**src/rtl/instr_fetch_if.sv**
```systemverilog
// instr_fetch_if: instruction memory, redirect and decode handshake bundle of the fetch stage.
interface instr_fetch_if #(parameter int XLEN = 32);
    logic            imem_req;
    logic [XLEN-1:0] imem_addr;
    logic [XLEN-1:0] imem_rdata;
    logic            redirect_valid;
    logic [XLEN-1:0] redirect_pc;
    logic            inst_valid;
    logic            inst_ready;
    logic [XLEN-1:0] inst;
    logic [XLEN-1:0] inst_pc;
    logic [XLEN-1:0] pc;
    modport master (
        output imem_req, imem_addr, inst_valid, inst, inst_pc, pc,
        input  imem_rdata, redirect_valid, redirect_pc, inst_ready
    );
    modport slave (
        input  imem_req, imem_addr, inst_valid, inst, inst_pc, pc,
        output imem_rdata, redirect_valid, redirect_pc, inst_ready
    );
endinterface

```
**src/rtl/instr_fetch.sv**
```systemverilog
// instr_fetch: fetch PC, 1-cycle imem reads, 2-entry instruction queue to decode with redirect flush.
module instr_fetch #(
    parameter int              XLEN     = 32,
    parameter logic [XLEN-1:0] RESET_PC = '0
) (
    input logic           clk,
    input logic           rst,
    instr_fetch_if.master bus
);
    logic [XLEN-1:0] pc_q, flight_pc, addr;
    logic [XLEN-1:0] q_inst [2];
    logic [XLEN-1:0] q_pc [2];
    logic            flight, head, tail, valid, pop, push, req;
    logic [1:0]      count;
    logic [2:0]      occ;
    always_comb begin
        valid = !rst && (count != 2'd0);
        pop   = valid && bus.inst_ready;
        push  = flight && !bus.redirect_valid;
        // occupancy after this edge if no request is issued now
        occ   = {1'b0, count} + {2'b0, flight} - {2'b0, pop};
        req   = !rst && (bus.redirect_valid || occ < 3'd2);
        addr  = bus.redirect_valid ? {bus.redirect_pc[XLEN-1:2], 2'b00} : pc_q;
    end
    assign bus.imem_req   = req;
    assign bus.imem_addr  = addr;
    assign bus.inst_valid = valid;
    assign bus.inst       = q_inst[head];
    assign bus.inst_pc    = q_pc[head];
    assign bus.pc         = pc_q;
    always_ff @(posedge clk) begin
        if (rst) begin
            pc_q   <= RESET_PC;
            flight <= 1'b0;
            head   <= 1'b0;
            tail   <= 1'b0;
            count  <= 2'd0;
        end else begin
            flight    <= req;
            flight_pc <= addr;
            if (req) pc_q <= addr + XLEN'(4);
            if (bus.redirect_valid) begin
                head  <= 1'b0;
                tail  <= 1'b0;
                count <= 2'd0;
            end else begin
                if (push) begin
                    q_inst[tail] <= bus.imem_rdata;
                    q_pc[tail]   <= flight_pc;
                    tail         <= ~tail;
                end
                if (pop) head <= ~head;
                count <= count + {1'b0, push} - {1'b0, pop};
            end
        end
    end
endmodule

```
**src/flat_wrapper.sv**
```systemverilog
// flat-port wrapper written by rule: the top's interface ports become plain ports
module instr_fetch_flat 
#(
    parameter int              XLEN     = 32,
    parameter logic [XLEN-1:0] RESET_PC = '0
)
  (clk, rst, bus_imem_req, bus_imem_addr, bus_inst_valid, bus_inst, bus_inst_pc, bus_pc, bus_imem_rdata, bus_redirect_valid, bus_redirect_pc, bus_inst_ready);
  instr_fetch_if #(.XLEN(XLEN)) bus_i ();
  input logic clk;
  input logic rst;
  output wire logic [$bits(bus_i.imem_req)-1:0] bus_imem_req;
  output wire logic [$bits(bus_i.imem_addr)-1:0] bus_imem_addr;
  output wire logic [$bits(bus_i.inst_valid)-1:0] bus_inst_valid;
  output wire logic [$bits(bus_i.inst)-1:0] bus_inst;
  output wire logic [$bits(bus_i.inst_pc)-1:0] bus_inst_pc;
  output wire logic [$bits(bus_i.pc)-1:0] bus_pc;
  input wire logic [$bits(bus_i.imem_rdata)-1:0] bus_imem_rdata;
  input wire logic [$bits(bus_i.redirect_valid)-1:0] bus_redirect_valid;
  input wire logic [$bits(bus_i.redirect_pc)-1:0] bus_redirect_pc;
  input wire logic [$bits(bus_i.inst_ready)-1:0] bus_inst_ready;
  assign bus_imem_req = bus_i.imem_req;
  assign bus_imem_addr = bus_i.imem_addr;
  assign bus_inst_valid = bus_i.inst_valid;
  assign bus_inst = bus_i.inst;
  assign bus_inst_pc = bus_i.inst_pc;
  assign bus_pc = bus_i.pc;
  assign bus_i.imem_rdata = bus_imem_rdata;
  assign bus_i.redirect_valid = bus_redirect_valid;
  assign bus_i.redirect_pc = bus_redirect_pc;
  assign bus_i.inst_ready = bus_inst_ready;
  instr_fetch #(.XLEN(XLEN), .RESET_PC(RESET_PC)) u_core (.clk(clk), .rst(rst), .bus(bus_i));
endmodule
```
**config.mk**
```make
export PLATFORM = sky130hd
export DESIGN_NAME = instr_fetch_flat
export DESIGN_NICKNAME = d
export VERILOG_FILES = /design/src/rtl/instr_fetch_if.sv /design/src/rtl/instr_fetch.sv /design/src/flat_wrapper.sv
export SDC_FILE = /design/constraint.sdc
export NUM_CORES = 1
export LEC_CHECK = 0
export BUFFER_PORTS_ARGS = -buffer_cell sky130_fd_sc_hd__buf_2
export CORE_ASPECT_RATIO = 2
export CORE_MARGIN = 5
export CORE_UTILIZATION = 54
export DETAILED_ROUTE_END_ITERATION = 8
export PLACE_DENSITY = 0.8
export SLEW_MARGIN = 20
export SYNTH_ARGS = -nofsm -noshare
export SYNTH_HDL_FRONTEND = slang
export SYNTH_SLANG_ARGS = --single-unit
```
**constraint.sdc**
```tcl
create_clock -name clk -period 11.01 [get_ports clk]
set_input_delay 2.202 -clock clk [delete_from_list [all_inputs] [get_ports clk]]
set_output_delay 2.202 -clock clk [all_outputs]
set_load 0.005 [all_outputs]
```
==> results.sh, run 1 <==
export IMPL_wl_per_cell_um=19.6
export IMPL_simple_gate_share_of_the_synthesized_area=0.0997
export IMPL_hp_class="register to register"
export IMPL_critical_path_endpoint_type="output port"
export IMPL_startpoint_of_the_most_critical_setup_path="rst"
export IMPL_min_path_cells=0
export IMPL_count_of_h_tree_levels_built_during_cts=4
export IMPL_post_cts_resize_count=0
export IMPL_clockBufferDepth=2
export IMPL_ctsRootBufferMaster="clkbuf_16"
export IMPL_global_route_overflow_total=0
export IMPL_later_pin_clock_latency_in_the_skew_report_ns=0.42
export IMPL_ff2ff_path_depth=12
export IMPL_synth_compound_area_share=0.0529
export IMPL_drtAntennaViolNets=0
export IMPL_finalSetupTns_ns=0
export IMPL_finalHoldViolCount=0
export IMPL_vias_in_the_first_global_route=5642
export IMPL_syn2layout_area_growth_pct=21.0
export IMPL_async_flop_share=0
export IMPL_fin_area_um2=10100
export IMPL_nNetsFinal=826
export IMPL_routed_via_count=5455
export IMPL_synth_adder_area_share=0.00844
export IMPL_worst_endpoint_arrival_ns=5.05
export IMPL_synth_top_family_by_area="multiplexers"
export IMPL_floorplan_die_area_um2=18100
export IMPL_die_width_um=97.7
export IMPL_post_dp_cell_area_um2=9450
export IMPL_floorplan_die_height_um=185
export IMPL_rsz0062_at_grt="no"
export IMPL_finalWorstSetupSlack_ns=3.76
export IMPL_initial_utilization=0.546
export IMPL_post_synth_xor_area_fraction=0.0158
export IMPL_post_cts_setup_buffer_count=0
export IMPL_worst_slew_margin_rel=0.399
export IMPL_detail_route_first_pass_iterations=5
export IMPL_fin_worst_hold_slack_ns=0.446
export IMPL_setup_violations_final=0
export IMPL_power_per_cell_area_nw_per_um2=160
export IMPL_detailedPlace_worstSlack_ns=3.80
export IMPL_global_route_wire_length_before_repair_um=29400
export IMPL_timing_worst_slew_pin_value_ns=0.901
export IMPL_rr_startpoint="u_core.count[0]"
export IMPL_std_cell_rows=64
export IMPL_synthesis_nets=631
export IMPL_place_gp_congestion=0.933
export IMPL_proportion_of_synthesized_area_in_mux_cells=0.126
export IMPL_clk_pin_slew_ns=0.06
export IMPL_timing_final_crit_share=0.658
export IMPL_finClkSkew_ns=0.00952
export IMPL_port_buffers=195
export IMPL_core_area_um2=15200
export IMPL_grt_use_total=0.208
export IMPL_floorplan_io_pins=198
export IMPL_ys_flop_type="edfxtp_1"
export IMPL_peakVddDrop_mv=0.112
export IMPL_critPathMaxFanout=26
export IMPL_max_cap_violations=0
export IMPL_timing_final_crit_period_ns=7.25
export IMPL_number_of_flops_mapped_to_enable_cells_by_yosys=160
export IMPL_critPathKind="input pin to output port"
export IMPL_routed_via_density=5.65
export IMPL_fmaxAchievable_mhz=138
export IMPL_grt_max_degree=74
export IMPL_numClockSinks=198
export IMPL_fillCellCount=1136
export IMPL_synth_seq_area_share=0.670
export IMPL_critPathLaunchType="input pin"
export IMPL_drtIter0Drc=286
export IMPL_syn_mean_instance_area_um2=14.9
export IMPL_place_hpwl_um=13200
export IMPL_tritoncts_num_buffers=17
export IMPL_holdPathEnd="u_core.q_pc[1][17]"
export IMPL_worst_ep_required_time_ns=8.81
export IMPL_static_leakage_nw=3.96
export IMPL_synth_lib_cells_used_distinct=62
export IMPL_post_synthesis_instance_area_um2=8300
export IMPL_hold_buffer_count_at_cts=0
export IMPL_routed_wire_length_um=18900
export IMPL_outcome="complete, no violations"
export IMPL_ys_ff_latch=198
export IMPL_netlist_instances=558
export IMPL_synth_warn=0
export IMPL_route_detailed_drc=0
export IMPL_slew_violations=0
export IMPL_tritoncts="yes"
export IMPL_timing_reg2reg_setup_slack_ns=7.86
export IMPL_share_of_cells_above_drive_strength_1=0.441
export IMPL_worstHoldStart="u_core.flight_pc[17]"
export IMPL_antenna_violations_before_repair=2
export IMPL_regToRegEndpoint="u_core.bus.pc[16]"
## layer usage
layer,global-route usage,part of all wire
met1,0.227,0.36
met2,0.377,0.55
met3,0.0433,0.051
met4,0.108,0.033
met5,0,0
## metrics by stage
step,util,instances,power [mW]
6_report,0.661,966,1.60
5_1_grt,0.661,966,1.67
4_1_cts,0.660,964,1.62
3_5_place_dp,0.621,932,1.01
3_3_place_gp,0.621,932,1.00
2_1_floorplan,-,558,0.943
## placed cells by master, fill, tap and decap left out, drive strengths merged, types with 2 or more instances in the layout
master | netlist | final
buf | 14 | 204
edfxtp | 160 | 160
mux2 | 86 | 86
dfxtp | 38 | 38
nand2 | 31 | 31
nand3 | 28 | 28
inv | 18 | 20
nand4 | 19 | 19
clkbuf | 14 | 19
xnor2 | 11 | 11
nor3 | 11 | 11
nor2 | 10 | 10
o21ai | 10 | 10
mux2i | 8 | 8
a21oi | 8 | 8
nand4b | 7 | 7
and2 | 6 | 6
a31oi | 6 | 6
clkinvlp | 0 | 6
and3 | 6 | 6
a211oi | 5 | 5
and4 | 5 | 5
nor2b | 4 | 4
xor2 | 4 | 4
a32o | 4 | 4
a21o | 4 | 4
ha | 4 | 4
nand3b | 4 | 4
clkinv | 1 | 4
or4 | 3 | 3
a22o | 3 | 3
o2111ai | 3 | 3
a221oi | 3 | 3
diode | 0 | 2
nor3b | 2 | 2
o31ai | 2 | 2
bufinv | 0 | 2
## how the worst max path moves through the flow
stage / slack (ns) / to
after floorplan: 1.15 / u_core.q_inst[0][0]
after global placement: 3.90 / bus_imem_req
after detailed placement: 3.80 / bus_imem_req
after CTS: 3.79 / bus_imem_req
after global routing: 3.55 / bus_imem_req
final: 3.76 / bus_imem_req
## synthesized netlist by cell type, drive strengths merged (4+ instances only)
master / n / area (um2)
xnor2: 11 / 96.3
nand4b: 7 / 91.3
xor2: 4 / 35.0
a32o: 4 / 40.0
nand4: 19 / 131
ha: 4 / 50.1
nor2: 10 / 37.5
a21o: 4 / 30.0
buf: 14 / 97.6
mux2: 86 / 968
and3: 6 / 40.0
nor3: 11 / 55.1
mux2i: 8 / 80.1
inv: 18 / 67.6
clkbuf: 14 / 52.6
and2: 6 / 37.5
edfxtp: 160 / 4800
nand2: 31 / 116
a31oi: 6 / 37.5
nor2b: 4 / 25.0
dfxtp: 38 / 761
a21oi: 8 / 43.8
and4: 5 / 43.8
nand3: 28 / 140
o21ai: 10 / 50.0
nand3b: 4 / 42.5
a211oi: 5 / 37.5
## cells by family after synthesis
logic type                 after synthesis
AOI/OAI and AO/OA                       59
muxes                                   94
buffers and inverters                   47
and+or+nand+nor                        140
xor gates and xnor gates                15
adders and majority gates                5
DFF                                    198
## report_power, final
group	leakage, nW	total [mW]	internal, mW	switching (mW)
sequential	1.80	0.862	0.842	0.0194
combinational	1.89	0.131	0.0573	0.0739
clock	0.271	0.612	0.344	0.268
## final cells by class
| cell class | count | area, um2 | share of cell area |
|---|---|---|---|
| sequential | 198 | 5570 | 0.554 |
| multi-input combinational | 313 | 2520 | 0.251 |
| timing repair buffer | 204 | 1040 | 0.104 |
| clock buffer | 19 | 443 | 0.0441 |
| tap | 198 | 248 | 0.0246 |
| clock inverter | 13 | 150 | 0.0149 |
| inverter | 19 | 71.3 | 0.00709 |
| antenna | 2 | 5.00 | 0.000498 |
## critical path, cell delays in order
cell and delay (ns):
buf_2 0.43, nor2_1 0.12, and2_1 0.23, ha_1 0.29, nor2b_1 0.05, fa_1 0.37, xnor2_1 0.25, o21ai_1 0.13
nand2_1 0.28, clkinv_1 0.41, buf_2 0.26
## state kept, by name (all words and copies together) (netlist names), named ones only
name,cells
u_core.bus.pc,32
u_core.count,2
u_core.flight,1
u_core.flight_pc,32
u_core.head,1
u_core.q_inst,64
u_core.q_pc,64
u_core.tail,1
Power figures use the tool's default switching activity.
==> run 2, diff against run 1 <==
Clock period 11.01 ns to 6.7 ns, I/O delays scaled along.
==> run 2 against run 1 <==
  * Worst setup slack lost 2.2 ns
  * Clock power grew 56%
  * Cell count shrank 0.21%
  * Die area is the same
  * Sequential cell count is the same
  * Total power grew 61%
  * Routed wire length grew 0.34%
  * Largest cell class unchanged
  * Largest power group unchanged
==> results.sh, run 2 (synthesized netlist as in run 1, its figures left out) <==
export IMPL_grt_max_degree=74
export IMPL_startpoint_of_the_most_critical_setup_path="rst"
export IMPL_peakVddDrop_mv=0.176
export IMPL_finalHoldViolCount=0
export IMPL_worst_ep_required_time_ns=5.36
export IMPL_num_antenna_cells=0
export IMPL_core_area_um2=15200
export IMPL_power_per_cell_area_nw_per_um2=258
export IMPL_tritoncts_num_buffers=17
export IMPL_rr_startpoint="u_core.count[0]"
export IMPL_hp_class="register to register"
export IMPL_std_cell_rows=64
export IMPL_rsz0062_at_grt="no"
export IMPL_drtAntennaViolNets=0
export IMPL_nNetsFinal=826
export IMPL_fin_area_um2=10000
export IMPL_timing_final_crit_period_ns=5.15
export IMPL_min_path_cells=0
export IMPL_fillCellCount=1135
export IMPL_routed_via_density=5.66
export IMPL_route_detailed_drc=0
export IMPL_worst_slew_margin_rel=0.369
export IMPL_post_dp_cell_area_um2=9460
export IMPL_detail_route_first_pass_iterations=5
export IMPL_final_common_cell="buf_2"
export IMPL_finalSetupTns_ns=0
export IMPL_wl_per_cell_um=19.7
export IMPL_global_route_overflow_total=0
export IMPL_clk_pin_slew_ns=0.07
export IMPL_regToRegEndpoint="u_core.bus.pc[25]"
export IMPL_global_route_wire_length_before_repair_um=29800
export IMPL_total_area_of_multi_input_combinational_cells_um2=2530
export IMPL_timing_worst_slew_pin_value_ns=0.946
export IMPL_place_hpwl_um=13500
export IMPL_worstHoldStart="u_core.flight_pc[19]"
export IMPL_post_cts_resize_count=0
export IMPL_die_width_um=97.7
export IMPL_ctsRootBufferMaster="clkbuf_16"
export IMPL_finClkSkew_ns=0.00943
export IMPL_critPathMaxFanout=14
export IMPL_detailedPlace_worstSlack_ns=1.56
export IMPL_critical_path_endpoint_type="output port"
export IMPL_clockBufferDepth=2
export IMPL_port_buffers=195
export IMPL_holdPathEnd="u_core.q_pc[0][19]"
export IMPL_layout_common_cells="buf_2, edfxtp_1, mux2_2, dfxtp_1, nand2_1"
export IMPL_routed_wire_length_um=19000
export IMPL_later_pin_clock_latency_in_the_skew_report_ns=0.42
export IMPL_worst_endpoint_arrival_ns=3.81
export IMPL_tritoncts="yes"
export IMPL_antenna_violations_before_repair=0
export IMPL_post_cts_setup_buffer_count=0
export IMPL_drtIter0Drc=260
export IMPL_max_cap_violations=0
export IMPL_routed_via_count=5452
export IMPL_critPathLaunchType="input pin"
export IMPL_hold_buffer_count_at_cts=0
export IMPL_place_gp_congestion=0.908
export IMPL_floorplan_die_height_um=185
export IMPL_finalWorstSetupSlack_ns=1.55
export IMPL_ff2ff_path_depth=11
export IMPL_count_of_h_tree_levels_built_during_cts=4
export IMPL_syn2layout_area_growth_pct=20.7
export IMPL_final_seq_area_um2=5570
export IMPL_initial_utilization=0.546
export IMPL_floorplan_die_area_um2=18100
export IMPL_layout_top_registers="u_core.q_inst x64, u_core.q_pc x64"
export IMPL_floorplan_io_pins=198
export IMPL_fmaxAchievable_mhz=194
export IMPL_setup_violations_final=0
export IMPL_static_leakage_nw=3.96
export IMPL_vias_in_the_first_global_route=5729
export IMPL_timing_final_crit_share=0.769
export IMPL_share_of_cells_above_drive_strength_1=0.440
export IMPL_outcome="complete, no violations"
export IMPL_timing_reg2reg_setup_slack_ns=3.52
export IMPL_numClockSinks=198
export IMPL_critPathKind="input pin to output port"
export IMPL_slew_violations=0
export IMPL_grt_use_total=0.211
==> run 2: cell count changes in the layout (fill, tap and decap cells not counted), moves of 2 or more <==
cell,delta
diode_2,-2
clkinvlp_4,-4
inv_6,+2
clkbuf_16,+2
inv_8,-2
bufinv_16,-2
clkinv_2,+4
==> run 2: through the flow <==
stage                     total power [mW]  utilization  std cells  hold slack (ns)
after global routing                  2.68        0.659        964            0.453
after global placement                1.65        0.622        932            0.423
after floorplan                       1.55            -        558            0.421
final                                 2.59        0.659        964            0.447
after detailed placement              1.66        0.622        932            0.433
after CTS                             2.61        0.659        964            0.450
==> run 2: how the worst max path moves through the flow <==
stage	depth (start not counted)	slack, ns	endpoint
2_1_floorplan	6	0.42	u_core.q_inst[0][0]
3_3_place_gp	13	1.64	bus_imem_req
3_5_place_dp	13	1.56	bus_imem_req
4_1_cts	13	1.56	bus_imem_req
5_1_grt	13	1.38	bus_imem_req
6_report	13	1.55	bus_imem_req
==> run 2: critical path, stage by stage <==
cell and delay, ns:
buf_2 0.14, nor2_1 0.07, and2_1 0.21, ha_1 0.30, nor2b_1 0.05, fa_1 0.38, xnor2_1 0.26, o21ai_1 0.10
buf_4 0.20, nand2_1 0.08, buf_4 0.15, clkinv_1 0.28, buf_2 0.24
==> run 2: metal layers <==
| layer | vias to the layer above | GRT usage | wire, um |
|---|---|---|---|
| li1 | 2540 | - | - |
| met1 | 2649 | 0.229 | 6820 |
| met2 | 216 | 0.385 | 10400 |
| met3 | 47 | 0.0426 | 947 |
| met4 | 0 | 0.111 | 749 |
| met5 | - | 0 | 0 |
==> run 2: layout make-up <==
type                            instances  area share
Clock buffer                           22      0.0495
Clock inverter                         10     0.00661
Inverter                               19     0.00711
Multi-Input combinational cell        313       0.253
Sequential cell                       198       0.555
Tap cell                              198      0.0247
Timing Repair Buffer                  204       0.104
==> run 2: power breakdown <==
part | switching (mW) | total (mW) | leakage (nW) | internal [mW]
clock | 0.425 | 0.954 | 0.277 | 0.530
sequential | 0.0318 | 1.42 | 1.80 | 1.38
combinational | 0.122 | 0.217 | 1.89 | 0.0950
total | 0.578 | 2.59 | 3.96 | 2.01
